### src/rtl/pong_match_ctrl.sv
// pong_match_ctrl
// Match-level sequencer for the pong game. Gates the physics engine
// through phys_run and serve_load, keeps both scores, inserts a
// frame-counted serve delay after every point, detects the end of the
// match and handles the start and pause buttons.
//
// Ports:
//   pclk        system clock
//   reset       synchronous, active-high reset
//   frame_tick  one-cycle pulse per video frame
//   start_btn   level; rising edge starts a match (from IDLE or OVER)
//   pause_btn   level; rising edge toggles between PLAY and PAUSED
//   miss_left   one-cycle pulse; point to the right player
//   miss_right  one-cycle pulse; point to the left player
//   phys_run    physics may advance (combinational, state == PLAY)
//   serve_load  one-cycle pulse; physics reloads the ball to centre
//   serve_dir   initial ball x-direction, 0 = left, 1 = right
//   score_l     left player score
//   score_r     right player score
//   game_over   match finished
//   winner      0 = left won, 1 = right won; valid while game_over
//   state       current FSM state, for debug and overlay
module pong_match_ctrl #(
    parameter int SCORE_WIDTH = 4,
    parameter int WIN_SCORE   = 7,
    parameter int SERVE_DELAY = 60,
    parameter int DELAY_WIDTH = 8
) (
    input  logic                   pclk,
    input  logic                   reset,
    input  logic                   frame_tick,
    input  logic                   start_btn,
    input  logic                   pause_btn,
    input  logic                   miss_left,
    input  logic                   miss_right,
    output logic                   phys_run,
    output logic                   serve_load,
    output logic                   serve_dir,
    output logic [SCORE_WIDTH-1:0] score_l,
    output logic [SCORE_WIDTH-1:0] score_r,
    output logic                   game_over,
    output logic                   winner,
    output logic [2:0]             state
);

    typedef enum logic [2:0] {
        IDLE       = 3'd0,
        SERVE_WAIT = 3'd1,
        PLAY       = 3'd2,
        POINT      = 3'd3,
        PAUSED     = 3'd4,
        OVER       = 3'd5
    } state_t;

    localparam logic [SCORE_WIDTH-1:0] SCORE_MAX  = '1;
    localparam logic [SCORE_WIDTH-1:0] SCORE_ONE  = SCORE_WIDTH'(1);
    localparam logic [SCORE_WIDTH-1:0] WIN_VAL    = SCORE_WIDTH'(WIN_SCORE);
    localparam logic [DELAY_WIDTH-1:0] DELAY_LOAD = DELAY_WIDTH'(SERVE_DELAY);
    localparam logic [DELAY_WIDTH-1:0] DELAY_ONE  = DELAY_WIDTH'(1);

    state_t                 state_q;
    logic [DELAY_WIDTH-1:0] delay_cnt;
    logic                   start_prev;
    logic                   pause_prev;
    logic                   start_edge;
    logic                   pause_edge;

    assign start_edge = start_btn & ~start_prev;
    assign pause_edge = pause_btn & ~pause_prev;
    assign phys_run   = (state_q == PLAY);
    assign state      = state_q;

    // Button histories reset to 1 so a button held through reset does not
    // look like a fresh press once reset drops.
    always_ff @(posedge pclk) begin
        if (reset) begin
            state_q    <= IDLE;
            score_l    <= '0;
            score_r    <= '0;
            serve_load <= 1'b0;
            serve_dir  <= 1'b1;
            game_over  <= 1'b0;
            winner     <= 1'b0;
            delay_cnt  <= '0;
            start_prev <= 1'b1;
            pause_prev <= 1'b1;
        end else begin
            start_prev <= start_btn;
            pause_prev <= pause_btn;
            serve_load <= 1'b0;

            case (state_q)
                IDLE, OVER: begin
                    if (start_edge) begin
                        score_l    <= '0;
                        score_r    <= '0;
                        game_over  <= 1'b0;
                        serve_dir  <= 1'b1;
                        serve_load <= 1'b1;
                        delay_cnt  <= DELAY_LOAD;
                        state_q    <= SERVE_WAIT;
                    end
                end

                // A frame tick coinciding with the serve_load pulse is not
                // counted, so the serve always waits a full SERVE_DELAY frames
                // after the ball has been reloaded.
                SERVE_WAIT: begin
                    if (frame_tick && !serve_load) begin
                        if (delay_cnt == DELAY_ONE) begin
                            state_q <= PLAY;
                        end else begin
                            delay_cnt <= delay_cnt - DELAY_ONE;
                        end
                    end
                end

                // miss_left has priority over miss_right, and any miss has
                // priority over a pause press in the same cycle.
                PLAY: begin
                    if (miss_left) begin
                        if (score_r != SCORE_MAX) begin
                            score_r <= score_r + SCORE_ONE;
                        end
                        serve_dir <= 1'b0;
                        state_q   <= POINT;
                    end else if (miss_right) begin
                        if (score_l != SCORE_MAX) begin
                            score_l <= score_l + SCORE_ONE;
                        end
                        serve_dir <= 1'b1;
                        state_q   <= POINT;
                    end else if (pause_edge) begin
                        state_q <= PAUSED;
                    end
                end

                POINT: begin
                    if (score_l == WIN_VAL || score_r == WIN_VAL) begin
                        game_over <= 1'b1;
                        winner    <= (score_r == WIN_VAL);
                        state_q   <= OVER;
                    end else begin
                        serve_load <= 1'b1;
                        delay_cnt  <= DELAY_LOAD;
                        state_q    <= SERVE_WAIT;
                    end
                end

                PAUSED: begin
                    if (pause_edge) begin
                        state_q <= PLAY;
                    end
                end

                default: begin
                    state_q <= IDLE;
                end
            endcase
        end
    end

endmodule

### config.mk
export PLATFORM = sky130hd
export DESIGN_NAME = pong_match_ctrl
export DESIGN_NICKNAME = d
export VERILOG_FILES = /design/src/rtl/pong_match_ctrl.sv
export SDC_FILE = /design/constraint.sdc
export NUM_CORES = 1
export LEC_CHECK = 0
export ABC_AREA = 1
export CORE_MARGIN = 2
export CORE_UTILIZATION = 53
export CTS_CLUSTER_DIAMETER = 50
export DETAILED_ROUTE_END_ITERATION = 10
export PLACE_DENSITY = 0.82
export SLEW_MARGIN = 20
export SYNTH_ARGS = -nofsm -noshare
export SYNTH_HDL_FRONTEND = slang
export SYNTH_SLANG_ARGS = --single-unit
### constraint.sdc
create_clock -name pclk -period 1.7 [get_ports pclk]
set_clock_uncertainty 0.1 [all_clocks]
set_input_delay 0.17 -clock pclk [delete_from_list [all_inputs] [get_ports pclk]]
set_output_delay 0.17 -clock pclk [all_outputs]
set_load 0.02 [all_outputs]
==> results by group <==
Outcome
  • Status: finished, final reports clean

Critical path
  • CP delay by family, top: buffers and inverters
  • CP max stage delay: ~620 ps
  • Slowest CP cell: clkdlybuf4s50_1
  • Crit path kind: reg -> out
  • Critical R2R Launch: state[2]
  • Crit start category: flop
  • Worst r2r dst: state[0]
  • Ordered list of cells on the worst path: clkdlybuf4s50_1
  • FF-to-FF path depth: 10
  • Crit end category: primary output
  • Largest fanout on the critical path: 4
  • Critical path buffer and inverter count: 1
  • R2R setup slack: approximately 120 ps
  • Critical path data required time: between 1000 and 1500 ps
  • Worst EP arrival: 1340 ps

CTS
  • Worst-Skew Late Latency: 320 ps
  • Clock Tree Root: clkbuf_4
  • Cts-stage hold buffer count: 0
  • Clock sink total: 25
  • Clock slew at reported path FFs: 150 ps
  • CTS tree: built
  • CTS H-tree depth: 1
  • Total CTS buffers: 3
  • Clock buffer depth: 2

Layout
  • Synthesis-to-finish area growth: 26.8%
  • Reg area: around 500 um2
  • Layout cells sized above 1: between 15 and 20%
  • Finished layout cell area: about 0.0019 mm2
  • Footprint of the multi-input gates: a little under 900 um2
  • Final #Nets: roughly 290
  • Commonest non-fill, non-tap cell in the layout: nand2_1
  • Non-Filler Instances: about 300
  • Final core occ: a little over two thirds
  • Fill count: 250
  • Most frequent cells in the layout: 49 x nand2_1, 46 x nor2_1, 29 x inv_1, 29 x nand3_1, 21 x dfxtp_1
  • ANT cells: 0

GRT
  • Largest net degree at the start of global routing: 15
  • GR Overflow Total: 0
  • Global-route wire length before repair: 5.66 mm
  • Antenna violations before repair: 0
  • Gr usage total: a little over a fifth
  • Number of global-route vias before repair: between 1000 and 1500

Detailed routing
  • Via count: 1588
  • Via density: a little over 5
  • 1st-iter DRT viols: 68
  • Drt total wl: around 3.5 mm
  • DRC errors left: 0
  • ANT nets after route: 0
  • Wirelength per Cell: about 11 um
  • First drt pass iteration count: 4

Timing
  • Hold Fails Final Rpt: 0
  • Slew @ Worst Pin: about 380 ps
  • Fmax: 622 MHz
  • Final Max Tran Viols: 0
  • RSZ-0062 raised after global routing: yes
  • Slew margin rel.: ~75%
  • Final setup viols: 0
  • WHS: ~280 ps
  • Final worst-path cycle share: ~95%
  • Post-layout min period: around 1600 ps

Min path
  • Min-delay src: pause_btn
  • Hold EP: pause_prev
  • Worst Hold Path Cells: 3
  • Worst min-delay path class: in -> reg

Placement
  • Port bufs: 22
  • Final GP Congestion: 0.932
  • DP Area: 0.00182 mm2
  • Dpl hpwl: 2.64 mm
  • Placed insts: 301

Floorplanning
  • Full die area: 0.00325 mm2
  • Rows: 19
  • Die X: between 50 and 60 um
  • Die Height: approximately 57 um
  • Ports: 23
  • Initial core utilization: 54.9%
  • CORE AREA: ~0.0027 mm2

Yosys
  • Yosys warns: 0
  • Netlist Area Pre-Place: 0.00149 mm2
  • Synthesized netlist cell count: 240
  • Syn Area/Cell: 6.20 um2
  • FF+latch count, synth: 25
  • Synth unique cells: 24
  • Syn Nets: around 250
  • Seq/Total Area, Yosys: 33.6%

Run
  • Max-capacitance violation count: 0

Power
  • Pwr dens: around 1700 mW/mm2
  • Worst vdd ir: 1030 uV
  • Leakage: about 0.00093 uW
  • Total power draw: around 3100 uW
[power breakdown]
part           internal [uW]  switching, uW  total, uW
Sequential               742            149        891
Combinational            746           1220       1960
Clock                   87.9            180        268
[per-layer routing]
metal / GRT usage, % / vias up / share of wire (%)
met5: 0 / - / 0
met4: 3.32 / 0 / 0.23
met3: 2.49 / 2 / 4.0
met2: 36.0 / 30 / 48
met1: 30.0 / 718 / 47
li1: - / 838 / -
[cell type report]
| class | count | area share [%] |
|---|---|---|
| clock buffer | 3 | 1.19 |
| tap | 31 | 2.05 |
| timing repair buffer | 35 | 16.7 |
| multi-input combinational | 180 | 46.7 |
| inverter | 32 | 6.36 |
| clock inverter | 1 | 0.265 |
| sequential | 25 | 26.8 |
[how the worst max path moves through the flow]
stage,slack [ps],depth (start not counted),endpoint,startpoint
6_report,90,1,score_l[1],score_l[1]
5_1_grt,-20,9,delay_cnt[3],state[2]
4_1_cts,10,4,phys_run,state[0]
3_5_place_dp,60,8,delay_cnt[5],start_btn
3_3_place_gp,80,8,delay_cnt[3],start_btn
2_1_floorplan,90,7,score_l[2],state[2]
[registers in the layout, summed over array words and instances (netlist names)]
register / cells
game_over: 1
serve_dir: 1
state: 3
delay_cnt: 8
start_prev: 1
serve_load: 1
pause_prev: 1
score_r: 4
winner: 1
score_l: 4
[through the flow]
stage,worst slack (ps),TNS [ps]
5_1_grt,-16.7,-35.8
6_report,91.1,0
2_1_floorplan,89.6,0
3_5_place_dp,61.5,0
3_3_place_gp,84.1,0
4_1_cts,12.7,0
[timing repair]
item,4_1_cts,5_1_grt
setup endpoints to repair,3,15
resized for setup,4,16
pin swaps,0,4
setup buffers,0,2
[cell families (layout without fill, tap and decap cells)]
kind of cell,after synthesis,count (layout),synth area share (%)
adder cells (fa/ha/maj),4,4,3.36
flip-flops,25,25,33.6
AND/OR/NAND/NOR,148,148,43.7
buffers and inverters,35,71,9.08
XOR/XNOR,1,1,0.588
AO/OA/AOI/OAI,27,27,9.66
[Yosys cell counts]
cell type	count	area, um2
o21ai_0	10	50.1
o21ai_1	1	5.00
nor2_4	2	22.5
dfxtp_1	25	500
nand3_2	1	10.0
nor2_2	4	25.0
nand3_1	29	145
o21bai_1	1	7.51
nor3_1	2	10.0
xor2_1	1	8.76
nand4_1	3	18.8
clkbuf_1	2	7.51
a21oi_1	13	65.1
nand3b_1	2	15.0
nand2_1	54	203
buf_4	1	7.51
nor2_1	47	176
inv_2	3	11.3
or2_2	3	18.8
ha_1	4	50.1
a21oi_2	1	8.76
inv_1	29	109
o211ai_1	1	7.51
and3_1	1	6.26
Note: power is estimated with default switching activity, not from simulation.
